<file path="src/rtl/ssp_uart_cmd_seq.sv">
// ssp_uart_cmd_seq
//   Two-requester command sequencer that owns the parallel SSP register port
//   of SSP_UART. Requests from A and B are round-robin arbitrated in IDLE. Each
//   grant becomes one framed SSP cycle: SETUP (D clocks), SHIFT (16 SCK periods,
//   each D clocks low then D clocks high), ENDC (EOC strobe, SSP_DO capture) and
//   ACK (one-cycle Ack to the owner).
//
// Parameters
//   pSCK_Div  clocks per SCK half-period (1..255)
//   pPollRA   register address read by the IRQ auto-poll
//
// Ports
//   Clk, Rst                  clock, synchronous active-high reset
//   ReqX/WnRX/RAX/DIX         requester X (A or B) request, command, address, data
//   AckX/DOX                  requester X completion pulse and read data
//   SSP_SSEL/SCK/RA/WnR/En/EOC/DI, SSP_DO   SSP_UART register port
//   Busy                      high whenever the sequencer is not idle
//
// Optional feature (macro SSP_SEQ_IRQ_POLL_EN)
//   Adds IRQ (in), PollVld (out) and PollDO (out). A rising edge of the
//   registered IRQ queues a read of pPollRA that takes priority over A and B in
//   IDLE; its result is returned on PollDO with a PollVld pulse.
module ssp_uart_cmd_seq #(
  parameter int unsigned pSCK_Div = 2,
  parameter logic [2:0]  pPollRA  = 3'b000
) (
  input  logic        Clk,
  input  logic        Rst,
  input  logic        ReqA,
  input  logic        WnRA,
  input  logic [2:0]  RAA,
  input  logic [11:0] DIA,
  output logic        AckA,
  output logic [11:0] DOA,
  input  logic        ReqB,
  input  logic        WnRB,
  input  logic [2:0]  RAB,
  input  logic [11:0] DIB,
  output logic        AckB,
  output logic [11:0] DOB,
  output logic        SSP_SSEL,
  output logic        SSP_SCK,
  output logic [2:0]  SSP_RA,
  output logic        SSP_WnR,
  output logic        SSP_En,
  output logic        SSP_EOC,
  output logic [11:0] SSP_DI,
  input  logic [11:0] SSP_DO,
`ifdef SSP_SEQ_IRQ_POLL_EN
  input  logic        IRQ,
  output logic        PollVld,
  output logic [11:0] PollDO,
`endif
  output logic        Busy
);

  localparam logic [7:0] DIV_LAST = 8'(pSCK_Div - 1);

  typedef enum logic [2:0] {S_IDLE, S_SETUP, S_SHIFT, S_ENDC, S_ACK} state_t;
  typedef enum logic [1:0] {OWN_A, OWN_B, OWN_POLL} owner_t;

  state_t      state_q, state_d;
  owner_t      owner_q, owner_d;
  logic        rr_b_q, rr_b_d;     // 1: B is the preferred requester
  logic [7:0]  div_q, div_d;
  logic        half_q, half_d;     // 0: SCK low half, 1: SCK high half
  logic [3:0]  bit_q, bit_d;
  logic [2:0]  ra_q, ra_d;
  logic        wnr_q, wnr_d;
  logic [11:0] di_q, di_d;
  logic [11:0] doa_q, doa_d;
  logic [11:0] dob_q, dob_d;
  logic        ssel_q, ssel_d;
  logic        sck_q, sck_d;
  logic        en_q, en_d;
  logic        eoc_q, eoc_d;
  logic        acka_q, acka_d;
  logic        ackb_q, ackb_d;
  logic        grant_poll;
  logic        pick_b;

`ifdef SSP_SEQ_IRQ_POLL_EN
  logic        irq_s_q, irq_s2_q;
  logic        poll_pend_q, poll_pend_d;
  logic        poll_vld_q, poll_vld_d;
  logic [11:0] poll_do_q, poll_do_d;
  logic        irq_rise;

  assign irq_rise   = irq_s_q & ~irq_s2_q;
  assign grant_poll = poll_pend_q;
`else
  assign grant_poll = 1'b0;
`endif

  // A lone request always wins; with both pending the pointer decides.
  assign pick_b = ReqB & (~ReqA | rr_b_q);

  always_comb begin
    state_d = state_q;
    owner_d = owner_q;
    rr_b_d  = rr_b_q;
    div_d   = div_q;
    half_d  = half_q;
    bit_d   = bit_q;
    ra_d    = ra_q;
    wnr_d   = wnr_q;
    di_d    = di_q;
    doa_d   = doa_q;
    dob_d   = dob_q;
`ifdef SSP_SEQ_IRQ_POLL_EN
    poll_do_d   = poll_do_q;
    poll_pend_d = poll_pend_q | irq_rise;
`endif

    case (state_q)
      S_IDLE: begin
        div_d = '0;
        if (grant_poll) begin
          // Poll leaves the round-robin pointer untouched.
          owner_d = OWN_POLL;
          ra_d    = pPollRA;
          wnr_d   = 1'b0;
          di_d    = '0;
          state_d = S_SETUP;
`ifdef SSP_SEQ_IRQ_POLL_EN
          poll_pend_d = irq_rise;
`endif
        end else if (ReqA | ReqB) begin
          owner_d = pick_b ? OWN_B : OWN_A;
          ra_d    = pick_b ? RAB : RAA;
          wnr_d   = pick_b ? WnRB : WnRA;
          di_d    = pick_b ? DIB : DIA;
          rr_b_d  = ~pick_b;
          state_d = S_SETUP;
        end
      end
      S_SETUP: begin
        if (div_q == DIV_LAST) begin
          div_d   = '0;
          half_d  = 1'b0;
          bit_d   = 4'd15;
          state_d = S_SHIFT;
        end else begin
          div_d = div_q + 8'd1;
        end
      end
      S_SHIFT: begin
        if (div_q == DIV_LAST) begin
          div_d = '0;
          if (!half_q) begin
            half_d = 1'b1;
          end else begin
            half_d = 1'b0;
            if (bit_q == 4'd0) state_d = S_ENDC;
            else               bit_d   = bit_q - 4'd1;
          end
        end else begin
          div_d = div_q + 8'd1;
        end
      end
      S_ENDC: begin
        if (!wnr_q) begin
          if (owner_q == OWN_A)      doa_d = SSP_DO;
          else if (owner_q == OWN_B) dob_d = SSP_DO;
`ifdef SSP_SEQ_IRQ_POLL_EN
          else                       poll_do_d = SSP_DO;
`endif
        end
        state_d = S_ACK;
      end
      S_ACK:   state_d = S_IDLE;
      default: state_d = S_IDLE;
    endcase

    // Port strobes are decoded from the next state so they leave flops.
    ssel_d = (state_d == S_SETUP) || (state_d == S_SHIFT) || (state_d == S_ENDC);
    sck_d  = (state_d == S_SHIFT) && half_d;
    en_d   = (state_d == S_SHIFT) && (bit_d <= 4'd11);
    eoc_d  = (state_d == S_ENDC);
    acka_d = (state_d == S_ACK) && (owner_d == OWN_A);
    ackb_d = (state_d == S_ACK) && (owner_d == OWN_B);
`ifdef SSP_SEQ_IRQ_POLL_EN
    poll_vld_d = (state_d == S_ACK) && (owner_d == OWN_POLL);
`endif
  end

  always_ff @(posedge Clk) begin
    if (Rst) begin
      state_q <= S_IDLE;
      owner_q <= OWN_A;
      rr_b_q  <= 1'b0;
      div_q   <= '0;
      half_q  <= 1'b0;
      bit_q   <= '0;
      ra_q    <= '0;
      wnr_q   <= 1'b0;
      di_q    <= '0;
      doa_q   <= '0;
      dob_q   <= '0;
      ssel_q  <= 1'b0;
      sck_q   <= 1'b0;
      en_q    <= 1'b0;
      eoc_q   <= 1'b0;
      acka_q  <= 1'b0;
      ackb_q  <= 1'b0;
    end else begin
      state_q <= state_d;
      owner_q <= owner_d;
      rr_b_q  <= rr_b_d;
      div_q   <= div_d;
      half_q  <= half_d;
      bit_q   <= bit_d;
      ra_q    <= ra_d;
      wnr_q   <= wnr_d;
      di_q    <= di_d;
      doa_q   <= doa_d;
      dob_q   <= dob_d;
      ssel_q  <= ssel_d;
      sck_q   <= sck_d;
      en_q    <= en_d;
      eoc_q   <= eoc_d;
      acka_q  <= acka_d;
      ackb_q  <= ackb_d;
    end
  end

`ifdef SSP_SEQ_IRQ_POLL_EN
  always_ff @(posedge Clk) begin
    if (Rst) begin
      irq_s_q     <= 1'b0;
      irq_s2_q    <= 1'b0;
      poll_pend_q <= 1'b0;
      poll_vld_q  <= 1'b0;
      poll_do_q   <= '0;
    end else begin
      irq_s_q     <= IRQ;
      irq_s2_q    <= irq_s_q;
      poll_pend_q <= poll_pend_d;
      poll_vld_q  <= poll_vld_d;
      poll_do_q   <= poll_do_d;
    end
  end

  assign PollVld = poll_vld_q;
  assign PollDO  = poll_do_q;
`endif

  assign AckA     = acka_q;
  assign AckB     = ackb_q;
  assign DOA      = doa_q;
  assign DOB      = dob_q;
  assign SSP_SSEL = ssel_q;
  assign SSP_SCK  = sck_q;
  assign SSP_RA   = ra_q;
  assign SSP_WnR  = wnr_q;
  assign SSP_En   = en_q;
  assign SSP_EOC  = eoc_q;
  assign SSP_DI   = di_q;
  assign Busy     = (state_q != S_IDLE);

endmodule

</file>
<file path="config.mk">
export PLATFORM = sky130hd
export DESIGN_NAME = ssp_uart_cmd_seq
export DESIGN_NICKNAME = d
export VERILOG_FILES = /design/src/rtl/ssp_uart_cmd_seq.sv
export SDC_FILE = /design/constraint.sdc
export NUM_CORES = 1
export LEC_CHECK = 0
export CAP_MARGIN = 20
export CORE_ASPECT_RATIO = 0.75
export CORE_UTILIZATION = 41
export DETAILED_ROUTE_END_ITERATION = 10
export HOLD_SLACK_MARGIN = 0.05
export PLACE_DENSITY = 0.76
export SYNTH_ARGS = -nofsm -noshare
export SYNTH_HDL_FRONTEND = slang
export SYNTH_SLANG_ARGS = --single-unit
</file>
<file path="constraint.sdc">
create_clock -name Clk -period 2 [get_ports Clk]
set_input_delay 0.2 -clock Clk [delete_from_list [all_inputs] [get_ports Clk]]
set_output_delay 0.2 -clock Clk [all_outputs]
set_load 0.02 [all_outputs]
</file>
==> results.md, run 1 <==
- Ys Warns: 0
- CP max stage delay: roughly 0.5 ns
- Outcome: finished, violations left
- Max Cap Violations: 0
- Fin. Hold Viols: 0
- Actual slew at the worst max-slew pin: 0.5496 ns
- Commonest non-fill, non-tap cell in the layout: clkdlybuf4s50_1
- H-tree levels: 3
- Register area share after synthesis: 0.4590
- CTS root buffer: clkbuf_8
- First-pass GRT wire length: 11500 um
- Fin. max-slew vios: 0
- Largest net degree at the start of global routing: 33
- Setup-failing EPs final: 1
- Switching Share: 0.2646
- Top FF cell, synth: dfxtp_1
- Worst Path Max Fanout: 2
- FF+latch count, synth: 65
- Post-detail-place hpwl: around 5100 um
- DRC viols: 2
- DIE HEIGHT: between 70 and 80 um
- Crit-path slowest cell: or4b_4
- R2R depth: 8
- Fillers: 518
- Net Sw Power: between 0.0008 and 0.0009 W
- Mapped Cells: around 290
- Max_slew headroom: 0.6336
- WP depth: 8
- Post-synth EDFFs: 0
- Pre-Repair DR Iteration Count: 7
- Gr ovfl total: 0
- TritonCTS clock tree: yes
- Post-route cell area: roughly 4200 um^2
- Cell Rows: 25
- 1st-iter DRT viols: 78
- Synth Area in Adders: 0.01765
- Via Count: 2541
- Compound-cell area share of the yosys netlist: 0.1408
- Commonest non-fill, non-tap cells in the layout: clkdlybuf4s50_1, dfxtp_1, nor2_1
- Worst Hold Path EP: owner_q[0]
- Worst path required time: 2.24 ns
- Core Region: approximately 6500 um^2
- Later-pin clock latency in the skew report: around 0.34 ns
- Clock Tree Buf Depth: 2
- CTS buffer count: 9
- Flop pwr share: 0.428
- RSZ-0062 raised after global routing: true
- Peak VDD IR: 380.7 uV
- # IOs: between 90 and 100
- Worst Hold Class: in -> reg
- Avg Inst Size Synth: between 9 and 10 um^2
- Die area: between 7000 and 8000 um^2
- Crit-path cells: ha_4 -> or4b_4 -> nor2_8 -> inv_4 -> buf_4 -> a211o_1 -> buf_4 -> a311oi_1
- Vias in the first global route: between 2000 and 2500
- Via/cell ratio: 5.154
- Share of the cycle needed by the critical path after routing: 1.005
- Min-Delay Startpoint: Rst
- Port bufs: 94
- GRT Total Usage: 0.2037
- Cell Area, Synth: roughly 2800 um^2
- Fin crit period: roughly 2.0 ns
- Antenna violations before repair: 0
- Mapped Nets: 343
- Internal cell power: 0.002422 W
- Placed cell area: just under 4000 um^2
- Initial Util: 0.4379
- # clock sinks: 65
- XOR/XNOR Fraction of Synth Area: 0.003089
- Final Hold Slack: 0.3264 ns
- Buf/Inv on CP: 3
- WL/cell: ~14 um
- Layout cells sized above 1: 0.1626
- Area Growth Syn to Fin: 49.82%
- Simple-gate share of the synthesized area: 0.1783
- Crit path DAT: 2.25 ns
- DRT antenna net count: 0
- Post-synthesis mux area share: 0.1487
- Power density cells: 775.4 nW/um^2
- Failing checks: design-rule violations, negative setup slack
- Max frequency: 0.4973 GHz
- Clock Power Share: 0.360
- RR Endpoint: SSP_En
- Hold depth: 2
- Combinational share of power: 0.212
- Pleak: between 1.5 and 2 nW
- Final wirelength: 7111 um
- Final RePlAce weighted congestion: 0.8175
- N_diodes: 0
- Final worst slack: -0.01073 ns
- Clock skew: 0.01074 ns
- Ys async rst share: 0
- Origin of the critical flop-to-flop path: div_q[0]
- Largest family of logic cells by synthesized area: simple AND/OR/NAND/NOR gates
- CP top delay family: simple AND/OR/NAND/NOR gates
- Chip Width: about 100 um
- Kind of critical path: reg -> reg
- Netlist cell types: 54
- Top cell by count, worst path: buf_4
- R2r setup slk: -0.01 ns
- Final #Nets: 460
- Worst-path clk slew: about 0.070 ns
- Critical Path Sink Type: register
- CP startpoint kind: register
## worst reg2reg max path: stages (launching register included)
cell      delay, ns
dfxtp_2        0.36
ha_4           0.13
or4b_4         0.50
nor2_8         0.13
inv_4          0.05
buf_4          0.13
a211o_1        0.27
buf_4          0.15
a311oi_1       0.21
## cell usage after synthesis (3+ instances only)
master | n | area [um^2]
a21oi_1 | 7 | 35.03
clkbuf_1 | 10 | 37.54
nor3_1 | 3 | 15.01
and3_1 | 4 | 25.02
inv_1 | 9 | 33.78
nor2b_1 | 4 | 25.02
buf_2 | 5 | 25.02
mux2i_1 | 41 | 410.4
a311oi_1 | 8 | 70.07
nor2_1 | 53 | 198.9
a211oi_1 | 20 | 150.1
dfxtp_1 | 65 | 1301
o21ai_0 | 4 | 20.02
ha_1 | 4 | 50.05
nand2_1 | 5 | 18.77
nand2b_1 | 3 | 18.77
## cells by family (layout without fill, tap and decap cells)
| kind of cell | after synthesis | after routing |
|---|---|---|
| adder cells (fa/ha/maj) | 4 | 4 |
| AND/OR/NAND/NOR | 96 | 96 |
| XOR/XNOR | 1 | 1 |
| multiplexers | 42 | 42 |
| buffers and inverters | 29 | 150 |
| flip-flops | 65 | 65 |
| AO/OA/AOI/OAI | 54 | 54 |
## repair_timing
item,in CTS,in global routing
gates resized for setup,9,0
hold buffers,0,0
pin swaps,4,6
setup buffers,2,1
gates cloned,0,0
setup endpoints to repair,3,6
## per-stage QoR
step	setup slack, ns	util	TNS [ns]	power [W]	instances
floorplan	0.02370	-	0	0.001791	291
global placement	0.01515	0.6139	0	0.002097	475
detailed placement	-0.1019	0.6139	-0.1019	0.002106	475
CTS	-0.08930	0.6549	-0.1718	0.003315	492
global route	-0.07757	0.6560	-0.2082	0.003451	493
finish	-0.01073	0.6560	-0.01073	0.003294	493
## flip-flops by register name (all words and copies together), names as in the netlist, 2 cells and up, named ones only
signal	cells
DOA	12
DOB	12
SSP_DI	12
div_q	8
SSP_RA	3
state_q	3
bit_q	2
owner_q	2
## layout make-up
| type | instances | area (um^2) | share of cell area |
|---|---|---|---|
| clock buffers | 10 | 127.6 | 0.03004 |
| clock inverters | 5 | 81.33 | 0.01915 |
| inverters | 10 | 40.04 | 0.009426 |
| multi-input cells | 197 | 1426 | 0.3358 |
| flip-flops and latches | 65 | 1304 | 0.3069 |
| well taps | 81 | 101.3 | 0.02386 |
| repair buffers | 125 | 1167 | 0.2748 |
## per-layer routing
| layer | wire [um] | global-route usage | share of wire |
|---|---|---|---|
| met4 | 62 | 0.05051 | 0.0087 |
| met1 | 3363 | 0.2531 | 0.47 |
| met5 | 0 | 0 | 0 |
| met2 | 3213 | 0.3365 | 0.45 |
| met3 | 471 | 0.07989 | 0.066 |
## worst max-delay path by stage
stage,start,to,slack (ns)
after detailed placement,div_q[1],SSP_SCK,-0.10
after floorplan,div_q[1],SSP_SCK,0.02
after global routing,div_q[1],SSP_SCK,-0.08
final,div_q[0],SSP_En,-0.01
after CTS,div_q[1],SSP_SCK,-0.09
after global placement,div_q[1],SSP_SCK,0.02
## power groups by stage
stage	clock [W]	sequential (W)	combinational, W
6_report	0.00118	0.00141	0.000698
5_1_grt	0.00127	0.00142	0.000761
4_1_cts	0.00121	0.00141	0.000695
3_5_place_dp	0	0.00143	0.000672
3_3_place_gp	0	0.00143	0.000663
2_1_floorplan	0	0.00149	0.000297
Power figures use the tool's default switching activity.
==> run 2, diff against run 1 <==
--- a/config.mk
+++ b/config.mk
@@ -7,10 +7,12 @@
 export LEC_CHECK = 0
 export CAP_MARGIN = 20
 export CORE_ASPECT_RATIO = 0.75
+export CORE_MARGIN = 2
 export CORE_UTILIZATION = 41
 export DETAILED_ROUTE_END_ITERATION = 10
 export HOLD_SLACK_MARGIN = 0.05
 export PLACE_DENSITY = 0.76
+export SLEW_MARGIN = 25
 export SYNTH_ARGS = -nofsm -noshare
 export SYNTH_HDL_FRONTEND = slang
 export SYNTH_SLANG_ARGS = --single-unit
==> run 2 against run 1 <==
Compared with the run above:
- combinational power down 1%
- final area rose by 0.74%
- critical path depth stayed put
- highest routed layer unchanged
- routed wire length down 2.0%
- power is 5.4% higher
- the flow finishes with violations (negative setup slack)
- largest power group unchanged
==> results.md, run 2 (synthesis results as in run 1) <==
- Outcome: finished, violations left
- Failing checks: negative setup slack
- Via/cell ratio: 5.153
- Fin crit period: between 2 and 2.5 ns
- Critical Path Sink Type: register
- H-tree levels: 3
- RSZ-0062 raised after global routing: true
- GRT Total Usage: 0.1920
- Vias in the first global route: approximately 2500
- Area Growth Syn to Fin: 50.93%
- Final #Nets: 454
- 1st-iter DRT viols: between 100 and 150
- Metal2 WL: 3223 um
- Clock skew: between 0.008 and 0.009 ns
- PnR Total Power: around 0.0035 W
- Hold_buf cts: 0
- Final wirelength: about 7000 um
- Port bufs: 94
- Commonest non-fill, non-tap cells in the layout: clkdlybuf4s50_1, dfxtp_1, nor2_1
- Setup-failing EPs final: 1
- Max frequency: ~0.49 GHz
- Worst-path clk slew: 0.08 ns
- CP startpoint kind: register
- # IOs: between 90 and 100
- # clock sinks: 65
- R2r setup slk: -0.03 ns
- Via Count: roughly 2500
- Final worst slack: -0.02714 ns
- Initial Util: 0.4190
- Fin. max-slew vios: 0
- Final Hold Slack: 0.3005 ns
- Final cell count without fillers: a little under 500
- DRC viols: 0
- Layout cells sized above 1: 0.1597
- Pre-Repair DR Iteration Count: 4
- Met3 wire len: between 400 and 500 um
- Peak VDD IR: around 400 uV
- CTS buffer count: 9
- Kind of critical path: reg -> reg
- Share of the cycle needed by the critical path after routing: 1.014
- Crit path DAT: roughly 2.3 ns
- Crit-path cells: inv_2 -> ha_4 -> or4b_4 -> nor2_8 -> inv_4 -> buf_4 -> a211o_1 -> o311a_1
- Chip Width: 100.0 um
- CTS root buffer: clkbuf_8
- Worst path required time: approximately 2.2 ns
- DRT antenna net count: 0
- Pre-CTS setup slack: -0.06964 ns
- WL/cell: between 10 and 15 um
- Commonest non-fill, non-tap cell in the layout: clkdlybuf4s50_1
- CP max stage delay: 0.50 ns
- Actual slew at the worst max-slew pin: about 0.60 ns
- Die area: between 7000 and 8000 um^2
- TritonCTS clock tree: yes
- Largest net degree at the start of global routing: 25
- Pleak: approximately 1.9 nW
- First-pass GRT wire length: about 12000 um
- N_diodes: 0
- DIE HEIGHT: approximately 76 um
- Final RePlAce weighted congestion: approximately 0.84
- Worst Path Max Fanout: 4
- Top sig layer: met4
- Cell Rows: 26
- Placed cells: 473
- Fillers: about 550
- DRT met1 WL: 3234 um
- Clock Tree Buf Depth: 2
- Later-pin clock latency in the skew report: 0.34 ns
- Post-detail-place hpwl: between 5000 and 6000 um
- Antenna violations before repair: 0
- Max_slew headroom: 0.5985
- Finished Core Util: 0.6324
- Worst Hold Class: in -> reg
- Power density cells: approximately 800 nW/um^2
- Gr ovfl total: 0
- Crit-path slowest cell: or4b_4
- Core Region: slightly below 7000 um^2
- Max Cap Violations: 0
- Fin. Hold Viols: 0
-- run 2: path summary, 6_finish.rpt --
check / from / end / cells after the start
max: div_q[1] / SSP_SSEL / 8
min: Rst / DOA[9] / 2
max reg2reg: div_q[1] / SSP_SSEL / 8
min reg2reg: owner_q[1] / AckA / 1
-- run 2: repair_timing --
item                       CTS  global route
hold endpoints to repair     0             0
setup endpoints to repair    3             5
pin swaps                    5             5
gates resized for setup      8             4
setup buffers                1             1
-- run 2: per-layer routing --
metal / vias to the layer above / track usage
li1: 1279 / -
met3: 7 / 0.07064
met5: - / 0
met2: 70 / 0.3000
met1: 1174 / 0.2530
met4: 0 / 0.04658
-- run 2: through the flow --
step	instance area, um^2	setup TNS (ns)
after floorplan	2836	0
after global placement	3954	0
after detailed placement	3954	-0.07709
after CTS	4253	-0.08677
after global routing	4279	-0.2806
final	4279	-0.02714
-- run 2: worst max-delay path, delay by kind of cell (launching register included) --
kind / cells / cell delay [ns]
fa+ha+maj: 1 / 0.11
flops: 1 / 0.33
compound gates: 2 / 0.62
simple gates: 2 / 0.62
buf+inv: 3 / 0.24
-- run 2: report_power, final --
group          switching, W  total [W]  leakage, nW  internal, W
Combinational      0.000330   0.000688         1.23     0.000358
Clock              0.000532    0.00137        0.124     0.000840
Sequential        0.0000489    0.00141        0.530      0.00136
-- run 2: area by class of cell --
class	count	area [um^2]	share of cell area
Timing Repair Buffer	119	1142	0.2670
Clock buffer	9	123.9	0.02895
Tap cell	84	105.1	0.02456
Multi-Input combinational cell	197	1439	0.3363
Inverter	10	40.04	0.009357
Sequential cell	65	1304	0.3047
Clock inverter	7	125.1	0.02924
==> run 3, diff against run 2 <==
==> constraint.sdc (replaced) <==
create_clock -name Clk -period 1.8 [get_ports Clk]
set_input_delay 0.18 -clock Clk [delete_from_list [all_inputs] [get_ports Clk]]
set_output_delay 0.18 -clock Clk [all_outputs]
set_load 0.02 [all_outputs]
==> run 3 against run 2 <==
Compared with the run above:
- the flow still finishes with violations (negative setup slack)
- clock power decreased by 15%
- final area increased by 1.2%
- cell count increased by 1.8%
- sequential share of layout area decreased by 0.27 points
- critical path type unchanged
==> results.md, run 3 (synthesis results as in run 1) <==
- Crit path launch: div_q[1]
- N_diodes: 0
- Hold_buf cts: 0
- Switching Share: 0.3033
- Worst Path Max Fanout: 3
- Final #Nets: between 400 and 500
- Pleak: approximately 1.9 nW
- Largest net degree at the start of global routing: 59
- Hold depth: 3
- Failing checks: negative setup slack
- Area Growth Syn to Fin: 52.74%
- RSZ-0062 raised after global routing: true
- Final RePlAce weighted congestion: 0.8933
- Fin crit period: approximately 2.0 ns
- Worst Hold Class: in -> reg
- Chip Width: about 100 um
- Max_slew headroom: 0.7006
- WL/cell: roughly 14 um
- Origin of the critical flop-to-flop path: div_q[1]
- Port bufs: 94
- Kind of critical path: reg -> reg
- Worst Hold Path EP: half_q
- Setup-failing EPs final: 7
- RR Endpoint: SSP_SSEL
- Clock skew: between 0.01 and 0.015 ns
- First-pass GRT wire length: 11520 um
- Max Cap Violations: 0
- Vias in the first global route: 2419
- Pre-Repair DR Iteration Count: 5
- Final worst slack: -0.1870 ns
- Combinational share of power: 0.228
- Core Region: 6766 um^2
- GRT Total Usage: 0.1904
- Die area: between 7000 and 8000 um^2
- Fin. Hold Viols: 0
- Clock Power Share: 0.330
- Internal cell power: approximately 0.0025 W
- Critical Path Sink Type: register
- Commonest non-fill, non-tap cells in the layout: clkdlybuf4s50_1, dfxtp_1, nor2_1
- Outcome: finished, violations left
- H-tree levels: 3
- Min-Delay Startpoint: Rst
- Initial Util: 0.4190
- R2R depth: 8
- TritonCTS clock tree: yes
- Multi-input gate area: 1463 um^2
- CTS buffer count: 9
- CTS root buffer: clkbuf_8
- Actual slew at the worst max-slew pin: around 0.45 ns
- DIE HEIGHT: 76.02 um
- Reg area: roughly 1300 um^2
- Via Count: about 2500
- Net Sw Power: about 0.0011 W
- Gr ovfl total: 0
- CP startpoint kind: register
- Clock Tree Buf Depth: 2
- PnR Total Power: 0.003532 W
- Fillers: roughly 570
- Placed cells: about 480
- Via/cell ratio: 5.076
- Crit path DAT: 2.22 ns
- Final cell count without fillers: 500
- # clock sinks: between 60 and 70
- Worst path required time: between 2 and 2.5 ns
- Cell Rows: 26
- Later-pin clock latency in the skew report: around 0.35 ns
- Worst-path clk slew: about 0.08 ns
- Final wirelength: between 6000 and 7000 um
- Power density cells: approximately 820 nW/um^2
- DRT antenna net count: 0
- # IOs: 95
- Max frequency: between 0.5 and 0.6 GHz
- Share of the cycle needed by the critical path after routing: 1.104
- Flop pwr share: 0.443
- DRC viols: 0
- Antenna violations before repair: 0
- Fin. max-slew vios: 0
- Layout cells sized above 1: 0.1803
- Post-detail-place hpwl: between 5000 and 6000 um
- Commonest non-fill, non-tap cell in the layout: clkdlybuf4s50_1
- 1st-iter DRT viols: 76
- Met3 wire len: between 400 and 500 um
- Peak VDD IR: between 400 and 500 uV
- R2r setup slk: -0.19 ns
- Metal2 WL: between 3000 and 4000 um
- DRT met1 WL: 3273 um
- Top sig layer: met4
-- run 3: changes by cell type in the layout (fill, tap and decap cells not counted), moves of 2 or more --
cell | before | now
buf_12 | 1 | 3
buf_4 | 23 | 30
clkinvlp_4 | 0 | 3
bufinv_16 | 3 | 0
clkinv_4 | 2 | 0
-- run 3: how the worst max path moves through the flow --
stage / end / cells after the start / slack, ns
2_1_floorplan: SSP_SCK / 10 / -0.12
3_3_place_gp: SSP_SCK / 10 / -0.14
3_5_place_dp: SSP_SCK / 10 / -0.19
4_1_cts: SSP_SCK / 10 / -0.21
5_1_grt: SSP_SCK / 10 / -0.25
6_report: SSP_SSEL / 8 / -0.19
-- run 3: final cells by class --
cell class                      instances  area share
Tap cell                               84     0.02427
Clock inverter                          7     0.01387
Inverter                               10    0.009246
Clock buffer                            9     0.02860
Multi-Input combinational cell        197      0.3378
Sequential cell                        65      0.3019
Timing Repair Buffer                  128      0.2843
-- run 3: metal layers --
metal	vias up	global-route usage
li1	1287	-
met1	1182	0.2455
met2	64	0.2973
met3	5	0.06881
met4	0	0.06164
met5	-	0
-- run 3: power by group through the flow --
stage | Sequential, W | Combinational (W) | Clock [W]
after floorplan | 0.00166 | 0.000336 | 0
after global placement | 0.00159 | 0.000761 | 0
after detailed placement | 0.00159 | 0.000771 | 0
after CTS | 0.00156 | 0.000781 | 0.00120
after global routing | 0.00157 | 0.000874 | 0.00125
final | 0.00156 | 0.000804 | 0.00116
-- run 3: timing repair --
item,CTS,global route
pin swaps,2,3
gates resized for setup,3,7
buffers inserted,1,1
setup endpoints to repair,5,30
-- run 3: critical path, stage by stage (launching register included) --
cell and delay (ns):
dfxtp_2 0.33, inv_2 0.06, ha_4 0.12, or4b_4 0.50
nor2_8 0.12, inv_4 0.04, buf_4 0.13, a211o_1 0.30
o311a_1 0.29
-- run 3: through the flow --
step / instance area, um^2 / TNS (ns) / util / setup WS [ns] / hold slack [ns]
final: 4330 / -0.8427 / 0.6400 / -0.1870 / 0.2845
after global routing: 4330 / -1.758 / 0.6400 / -0.2500 / 0.2950
after CTS: 4282 / -0.4629 / 0.6328 / -0.2106 / 0.2422
after detailed placement: 4080 / -0.3900 / 0.6030 / -0.1936 / 0.4649
after global placement: 4080 / -0.3120 / 0.6030 / -0.1359 / 0.4514
after floorplan: 2870 / -0.2674 / - / -0.1230 / 0.2602
